File: config.mk
export PLATFORM = sky130hd
export DESIGN_NAME = mult_booth_seq_flat
export DESIGN_NICKNAME = d
export VERILOG_FILES = /design/src/rtl/mult_booth_seq_if.sv /design/src/rtl/mult_booth_seq.sv /design/src/flat_wrapper.sv
export SDC_FILE = /design/constraint.sdc
export NUM_CORES = 1
export LEC_CHECK = 0
export BUFFER_PORTS_ARGS = -buffer_cell sky130_fd_sc_hd__buf_2
export CORE_MARGIN = 2
export CORE_UTILIZATION = 32
export DETAILED_ROUTE_END_ITERATION = 8
export GPL_TIMING_DRIVEN = 0
export PLACE_DENSITY = 0.49
export RECOVER_POWER = 100
export SLEW_MARGIN = 40
export SYNTH_ARGS = -nofsm -noshare
export SYNTH_HDL_FRONTEND = slang
export SYNTH_SLANG_ARGS = --single-unit
File: constraint.sdc
create_clock -name clk -period 8.3 [get_ports clk]
set_input_delay 1.66 -clock clk [delete_from_list [all_inputs] [get_ports clk]]
set_output_delay 1.66 -clock clk [all_outputs]
set_load 0.005 [all_outputs]
File: src/rtl/mult_booth_seq_if.sv
// Operand/result handshake bundle between the control unit and the Booth multiplier.
// MULT_BOOTH_UNSIGNED_EN adds the is_unsigned request bit.
interface mult_booth_seq_if #(
    parameter int unsigned WIDTH = 32
);
    logic             start;
    logic [WIDTH-1:0] op_a;
    logic [WIDTH-1:0] op_b;
`ifdef MULT_BOOTH_UNSIGNED_EN
    logic             is_unsigned;
`endif
    logic             busy;
    logic             done;
    logic [WIDTH-1:0] hi;
    logic [WIDTH-1:0] lo;

    modport master (
`ifdef MULT_BOOTH_UNSIGNED_EN
        output is_unsigned,
`endif
        output start, op_a, op_b,
        input  busy, done, hi, lo
    );

    modport slave (
`ifdef MULT_BOOTH_UNSIGNED_EN
        input  is_unsigned,
`endif
        input  start, op_a, op_b,
        output busy, done, hi, lo
    );
endinterface

File: src/rtl/mult_booth_seq.sv
// Sequential radix-2 Booth multiplier, fixed latency, start/busy/done handshake.
// Optional MULT_BOOTH_UNSIGNED_EN adds an unsigned mode taking one extra step.
module mult_booth_seq #(
    parameter int unsigned WIDTH = 32,
    parameter int unsigned CNT_W = 6
) (
    input logic             clk,
    input logic             reset,
    mult_booth_seq_if.slave bus
);

    localparam int unsigned AW = WIDTH + 1;
`ifdef MULT_BOOTH_UNSIGNED_EN
    localparam int unsigned QW = WIDTH + 1;
`else
    localparam int unsigned QW = WIDTH;
`endif
    localparam logic [CNT_W-1:0] LAST_S = CNT_W'(WIDTH - 1);

    typedef enum logic [1:0] {IDLE, RUN, DONE} state_e;

    state_e           state_q;
    logic [AW-1:0]    m_q;
    logic [AW-1:0]    acc_q;
    logic [QW-1:0]    q_q;
    logic             q1_q;
    logic [CNT_W-1:0] cnt_q;
    logic             busy_q;
    logic             done_q;
    logic [WIDTH-1:0] hi_q;
    logic [WIDTH-1:0] lo_q;
`ifdef MULT_BOOTH_UNSIGNED_EN
    logic             uns_q;
`endif

    logic [AW-1:0]    sum_c;
    logic [AW-1:0]    acc_d;
    logic [QW-1:0]    q_d;
    logic             q1_d;
    logic [WIDTH-1:0] hi_d;
    logic [WIDTH-1:0] lo_d;
    logic             last_c;

    // One Booth step: add/sub M, then arithmetic shift of {acc,Q,q_1}.
    always_comb begin
        sum_c = acc_q;
        case ({q_q[0], q1_q})
            2'b01:   sum_c = acc_q + m_q;
            2'b10:   sum_c = acc_q - m_q;
            default: sum_c = acc_q;
        endcase
        acc_d  = {sum_c[AW-1], sum_c[AW-1:1]};
        q_d    = {sum_c[0], q_q[QW-1:1]};
        q1_d   = q_q[0];
        hi_d   = acc_d[WIDTH-1:0];
        last_c = (cnt_q == LAST_S);
`ifdef MULT_BOOTH_UNSIGNED_EN
        // Signed runs leave the unused top Q bit in q_d[0]; unsigned runs one step further.
        lo_d = q_d[QW-1:1];
        if (uns_q) begin
            hi_d   = {acc_d[WIDTH-2:0], q_d[QW-1]};
            lo_d   = q_d[WIDTH-1:0];
            last_c = (cnt_q == CNT_W'(WIDTH));
        end
`else
        lo_d = q_d;
`endif
    end

    always_ff @(posedge clk or negedge reset) begin
        if (!reset) begin
            state_q <= IDLE;
            m_q     <= '0;
            acc_q   <= '0;
            q_q     <= '0;
            q1_q    <= 1'b0;
            cnt_q   <= '0;
            busy_q  <= 1'b0;
            done_q  <= 1'b0;
            hi_q    <= '0;
            lo_q    <= '0;
`ifdef MULT_BOOTH_UNSIGNED_EN
            uns_q   <= 1'b0;
`endif
        end else begin
            case (state_q)
                IDLE: begin
                    done_q <= 1'b0;
                    if (bus.start) begin
`ifdef MULT_BOOTH_UNSIGNED_EN
                        m_q   <= {(bus.is_unsigned ? 1'b0 : bus.op_a[WIDTH-1]), bus.op_a};
                        q_q   <= {1'b0, bus.op_b};
                        uns_q <= bus.is_unsigned;
`else
                        m_q   <= {bus.op_a[WIDTH-1], bus.op_a};
                        q_q   <= bus.op_b;
`endif
                        acc_q   <= '0;
                        q1_q    <= 1'b0;
                        cnt_q   <= '0;
                        busy_q  <= 1'b1;
                        state_q <= RUN;
                    end
                end
                RUN: begin
                    acc_q <= acc_d;
                    q_q   <= q_d;
                    q1_q  <= q1_d;
                    cnt_q <= cnt_q + 1'b1;
                    if (last_c) begin
                        hi_q    <= hi_d;
                        lo_q    <= lo_d;
                        busy_q  <= 1'b0;
                        done_q  <= 1'b1;
                        state_q <= DONE;
                    end
                end
                DONE: begin
                    done_q  <= 1'b0;
                    state_q <= IDLE;
                end
                default: begin
                    busy_q  <= 1'b0;
                    done_q  <= 1'b0;
                    state_q <= IDLE;
                end
            endcase
        end
    end

    assign bus.busy = busy_q;
    assign bus.done = done_q;
    assign bus.hi   = hi_q;
    assign bus.lo   = lo_q;

endmodule

File: src/flat_wrapper.sv
// flat-port wrapper written by rule: the top's interface ports become plain ports
module mult_booth_seq_flat 
#(
    parameter int unsigned WIDTH = 32,
    parameter int unsigned CNT_W = 6
)
  (clk, reset, bus_start, bus_op_a, bus_op_b, bus_busy, bus_done, bus_hi, bus_lo);
  mult_booth_seq_if #(.WIDTH(WIDTH)) bus_i ();
  input logic clk;
  input logic reset;
  input wire logic [$bits(bus_i.start)-1:0] bus_start;
  input wire logic [$bits(bus_i.op_a)-1:0] bus_op_a;
  input wire logic [$bits(bus_i.op_b)-1:0] bus_op_b;
  output wire logic [$bits(bus_i.busy)-1:0] bus_busy;
  output wire logic [$bits(bus_i.done)-1:0] bus_done;
  output wire logic [$bits(bus_i.hi)-1:0] bus_hi;
  output wire logic [$bits(bus_i.lo)-1:0] bus_lo;
  assign bus_i.start = bus_start;
  assign bus_i.op_a = bus_op_a;
  assign bus_i.op_b = bus_op_b;
  assign bus_busy = bus_i.busy;
  assign bus_done = bus_i.done;
  assign bus_hi = bus_i.hi;
  assign bus_lo = bus_i.lo;
  mult_booth_seq #(.WIDTH(WIDTH), .CNT_W(CNT_W)) u_core (.clk(clk), .reset(reset), .bus(bus_i));
endmodule
After elaboration in Yosys (flattened, before gate mapping). Index checks and enable logic that the tools add are counted.

Bits in registers: 172. Bits of input ports: 67. Output and inout bits: 66. Logic and storage cells: 45.

Add/subtract/negate cells: 3. Equality and inequality tests: 7. Muxes and demuxes: 17. Bitwise logic cells: 1. Reduce and logical (&&, ||, !) cells: 7.

Operators with widths (number): 33-bit case mux with 2 select lines (2); 32-bit case mux with 2 select lines (1); 33-bit adder (1); 33-bit 2-to-1 mux (1); 33-bit subtractor (1); 32-bit 2-to-1 mux (1); 6-bit case mux with 2 select lines (1); 2-bit AND reduction (4); 6-bit by 1-bit adder with 6-bit output (second input constant) (1); 6-bit by 5-bit == test with 1-bit output (second input constant) (1); 6-bit 2-to-1 mux (1); 1-bit 2-to-1 mux (5); 2-bit by 1-bit == test with 1-bit output (second input constant) (2); 2-bit == test (second input constant) (2); 2-bit 2-to-1 mux (2); 2-bit case mux with 2 select lines (1); 1-bit case mux with 3 select lines (1); 3-bit AND reduction (1); 2-bit logical NOT (1); 2-bit by 1-bit inequality test with 1-bit output (second input constant) (1); 2-bit inequality test (second input constant) (1); 1-bit case mux with 2 select lines (1); 2-bit nonzero test (1); 1-bit inverter (1).

Logic depth before layout (Yosys ltp).
Word-level depth: 3. Depth in mapped cells: 17. Mapped depth without buffers: 17.

Worst setup path after synthesis. No wires, ideal clock.

Kind: register to register. Start: register u_core.m_q[16]. End: register u_core.hi_q[31], in the netlist u_core.bus.hi[31]. Library setup time: 128 ps. Data arrival time: 3570 ps. Data required time: 8172 ps. Setup slack: 4603 ps. Cell stages (with the launch flop): 17. Buffers on the path: 1. Clock period less this slack: 3697 ps. Cells stage by stage: dfrtp_1 > nor3_2 > nand3_1 > or4_4 > inv_1 > nand3_1 > o21bai_1 > xor2_1 > ha_1 > clkbuf_1 > nand2_1 > or3_1 > nand2b_1 > a21oi_1 > nor3_1 > xnor2_1 > mux2_1.

Longest elaborated chain between the ends: 2. Elaborated cells on any way between the ends: 3.

RTL lines: start, declared (line mult_booth_seq.sv:23) `logic [AW-1:0] m_q;`; start signal, assigned (line mult_booth_seq.sv:95) `m_q <= {bus.op_a[WIDTH-1], bus.op_a};`; 33-bit subtractor or 33-bit adder (tied branches) (line mult_booth_seq.sv:49, mult_booth_seq.sv:48); 33-bit case mux with 2 select lines * (line mult_booth_seq.sv:47) `case ({q_q[0], q1_q})`; end signal, assigned (line mult_booth_seq.sv:111) `hi_q <= hi_d;`; end, declared (line mult_booth_seq.sv:30) `logic [WIDTH-1:0] hi_q;`.

Every way passes the cells marked *; elsewhere a longest branch is shown, timed or not. A chain may end at the register's enable or synchronous reset.

==> summary.md <==
| Metric | Value |
|---|---|
| Inserted Clock Buffers | `17` |
| FF+latch count, synth | `171` |
| Count of buffers inserted at the top-level ports | `132` |
| Power density cells | `429 mW/mm2` |
| Sequence of cells on the critical path | `clkbuf_1 > clkbuf_1` |
| Most common cell after layout, fill and taps aside | `nand2_1` |
| Standard cell core area | `0.0297 mm2` |
| Level count of the clock H-tree | `4` |
| Total of cells resized after clock tree synthesis | `0` |
| Die Span Y | `178 um` |
| Placer congestion estimate | `0.824` |
| Synth Area in Compound Gates | `20.8%` |
| VDD IR-drop max | `0.149 mV` |
| Number of buffers and inverters on the critical path | `2` |
| Number of endpoints failing setup at the final stage | `0` |
| Crit-path max FO | `62` |
| Gate count after technology mapping | `1073` |
| Most frequent cells in the layout | `nand2_1, dfrtp_1, clkbuf_1` |
| Final antenna-violating net count | `0` |
| Commonest register cell after synthesis | `dfrtp_1` |
| Synth Area in Adders | `4.73%` |
| Number of flops mapped to enable cells by yosys | `0` |
| Vias per cell | `5.13` |
| Proportion of register bits with asynchronous set or reset after synthesis | `100%` |
| Number of global-route vias before repair | `8149` |
| Worst min-delay path class | `register to register` |
| Buffers from clock root to sink, at most | `2` |
| RSZ-0062 raised after global routing | `false` |
| Final WL | `29000 um` |
| Syn Std Cell Area | `0.00969 mm2` |
| Fill cells | `3118` |
| Final total power | `4.87 mW` |
| Worst-case headroom to the max-slew limit | `-120%` |
| Number of diodes | `0` |
| # nets final | `1330` |
| Average footprint of a synthesized cell | `9.03 um2` |
| Peak Freq | `183 MHz` |
| Final sum of negative setup slack | `0 ns` |
| Run status | `complete, but fails checks` |
| Post-synthesis simple-gate area fraction | `17.4%` |
| Number of antenna violations at the first check in global routing | `0` |
| Flop2flop setup slack | `3.15 ns` |
| Sequential cell area fraction in the yosys report | `44.2%` |
| Kind of start point of the critical path | `input port` |
| Worst clock skew | `0.0205 ns` |
| Clock-pin slew of the registers on the worst-case setup and hold paths | `0.08 ns` |
| Hold buffer count at cts | `0` |
| Kind of critical path | `input port to async pin` |
| Final hold vios | `0` |
| Max-cap viol count | `3` |
| Min Tclk post-route | `5.46 ns` |
| Pin count of the biggest net entering global routing | `63` |
| Clock insertion delay at the later pin of the skew report | `0.44 ns` |
| Buffer type at the clock tree root | `clkbuf_16` |
| Die area | `0.0317 mm2` |
| Yosys warning total | `0` |
| Crit path capture type | `async pin` |
| Share of layout cells above drive strength 1 | `12.9%` |
| Count of standard-cell rows | `63` |
| Initial standard-cell utilization of the core | `32.6%` |
| DRC errors left | `0` |
| Data arrival, critical path | `5.27 ns` |
| Violations in the final reports | `capacitance limit, slew limit` |
| Top Family by Delay on Critical Path | `buffers and inverters` |
| Cell repeated most along the worst path | `clkbuf_1` |
| Highest cell delay on the worst timing path | `2.40 ns` |
| Main combinational cell family by area after synthesis | `compound AO/OA/AOI/OAI gates` |
| HPWL after DPL | `22000 um` |
| Data required time of the critical path | `8.10 ns` |
| Clock tree from TritonCTS | `done` |
| Max-slew violation count | `132` |
| Vias after detailed routing | `8364` |
| First-pass GRT wire length | `45900 um` |
| Post-synthesis share of cell area spent on xor and xnor gates | `5.24%` |
| CTS Sinks | `171` |
| Mux contribution to synthesized area | `4.46%` |
| Final period utilization | `65.8%` |
| Synthesis-to-finish area growth | `17.2%` |
| Count of buffers added by post-CTS timing repair for setup | `0` |
| Die boundary width | `178 um` |
| Yosys cell types | `66` |
| Transition at the pin with the smallest max-transition slack | `3.30 ns` |
| Synthesized netlist net count | `1176` |
| Leakage power figure | `4.92 nW` |
| Cell with the biggest individual delay on the critical path | `clkbuf_1` |
| Overall track demand over capacity in global routing | `18.7%` |
| Initial detailed-routing violation count | `568` |
| Pre-antenna DRT Iters | `5` |
| Remaining global-route overflow | `0` |
| Detail-routed net length per standard cell | `17.8 um` |
| Num ports | `133` |
[synthesized netlist by cell type (all sizes together) (4+ instances only)]
library cell | number | area (um2)
nor2 | 69 | 259
o21a | 8 | 60.1
dfrtp | 171 | 4280
o31ai | 4 | 43.8
ha | 35 | 438
o21ai | 101 | 513
a31oi | 10 | 77.6
nor4 | 6 | 65.1
nor3 | 22 | 125
a21o | 7 | 52.6
nand3b | 4 | 30.0
a21oi | 98 | 494
nor2b | 35 | 219
a211oi | 4 | 30.0
a22oi | 41 | 308
o211ai | 8 | 70.1
nand2 | 182 | 683
clkbuf | 58 | 218
nor3b | 5 | 42.5
nand3 | 8 | 40.0
nand2b | 12 | 75.1
and3 | 4 | 25.0
xnor2 | 37 | 324
xor2 | 21 | 184
nand4 | 6 | 37.5
a22o | 15 | 131
mux2i | 6 | 60.1
buf | 7 | 26.3
inv | 17 | 63.8
mux2 | 33 | 372
and2 | 4 | 25.0
[stage by stage]
step	hold WS, ns	instance area, um2	cells	utilization, %	worst slack, ns
after global placement	0.453	10800	1595	36.5	2.49
after global routing	0.498	11400	1630	38.2	1.89
after CTS	0.480	11500	1630	38.8	3.70
after detailed placement	0.460	10900	1598	36.8	3.74
final	0.472	11400	1630	38.2	2.84
after floorplan	0.440	9690	1073	-	4.60
[metal layers]
metal  up-vias  part of all wire (%)  global-route usage (%)
li1       4097                     -                       -
met1      4038                    49                    26.8
met2       216                    46                    30.1
met3        13                   4.2                    2.71
met4         0                  0.60                    3.72
met5         -                     0                       0
[kinds of logic after synthesis]
| logic type | after synthesis |
|---|---|
| DFF | 171 |
| buffers and inverters | 82 |
| muxes | 39 |
| xor gates and xnor gates | 58 |
| and+or+nand+nor | 364 |
| adders and majority gates | 36 |
| AOI/OAI and AO/OA | 323 |
[registers in the layout, summed over array words and instances, names as in the netlist]
signal	count
u_core.q_q	32
u_core.bus.lo	32
u_core.bus.hi	32
u_core.bus.done	1
u_core.bus.busy	1
u_core.q1_q	1
u_core.cnt_q	6
u_core.acc_q	32
u_core.m_q	32
u_core.state_q	2
[final cells by class]
| cell class | count | area (um2) | share of cell area (%) |
|---|---|---|---|
| Multi-Input combinational cell | 820 | 5030 | 44.3 |
| Inverter | 17 | 63.8 | 0.562 |
| Clock buffer | 18 | 439 | 3.87 |
| Timing Repair Buffer | 135 | 641 | 5.64 |
| Clock inverter | 14 | 166 | 1.47 |
| Sequential cell | 171 | 4280 | 37.7 |
| Tap cell | 390 | 488 | 4.30 |
| Buffer | 65 | 244 | 2.15 |
[power by group]
part | switching [mW] | internal [mW] | total [mW]
Sequential | 0.292 | 1.14 | 1.43
Combinational | 1.56 | 1.04 | 2.60
Clock | 0.395 | 0.440 | 0.835
[final timing paths]
path                                       start           endpoint  cells past startpoint
worst max-delay path                       reset     u_core.m_q[21]                      2
worst min-delay path            u_core.bus.lo[2]   u_core.bus.lo[2]                      2
max in group clk                   u_core.m_q[3]  u_core.bus.hi[31]                     16
min in group asynchronous                  reset   u_core.bus.lo[0]                      1
worst min register to register  u_core.bus.lo[2]   u_core.bus.lo[2]                      2
worst max register to register     u_core.m_q[3]  u_core.bus.hi[31]                     16
(Power assumes the default switching activity.)
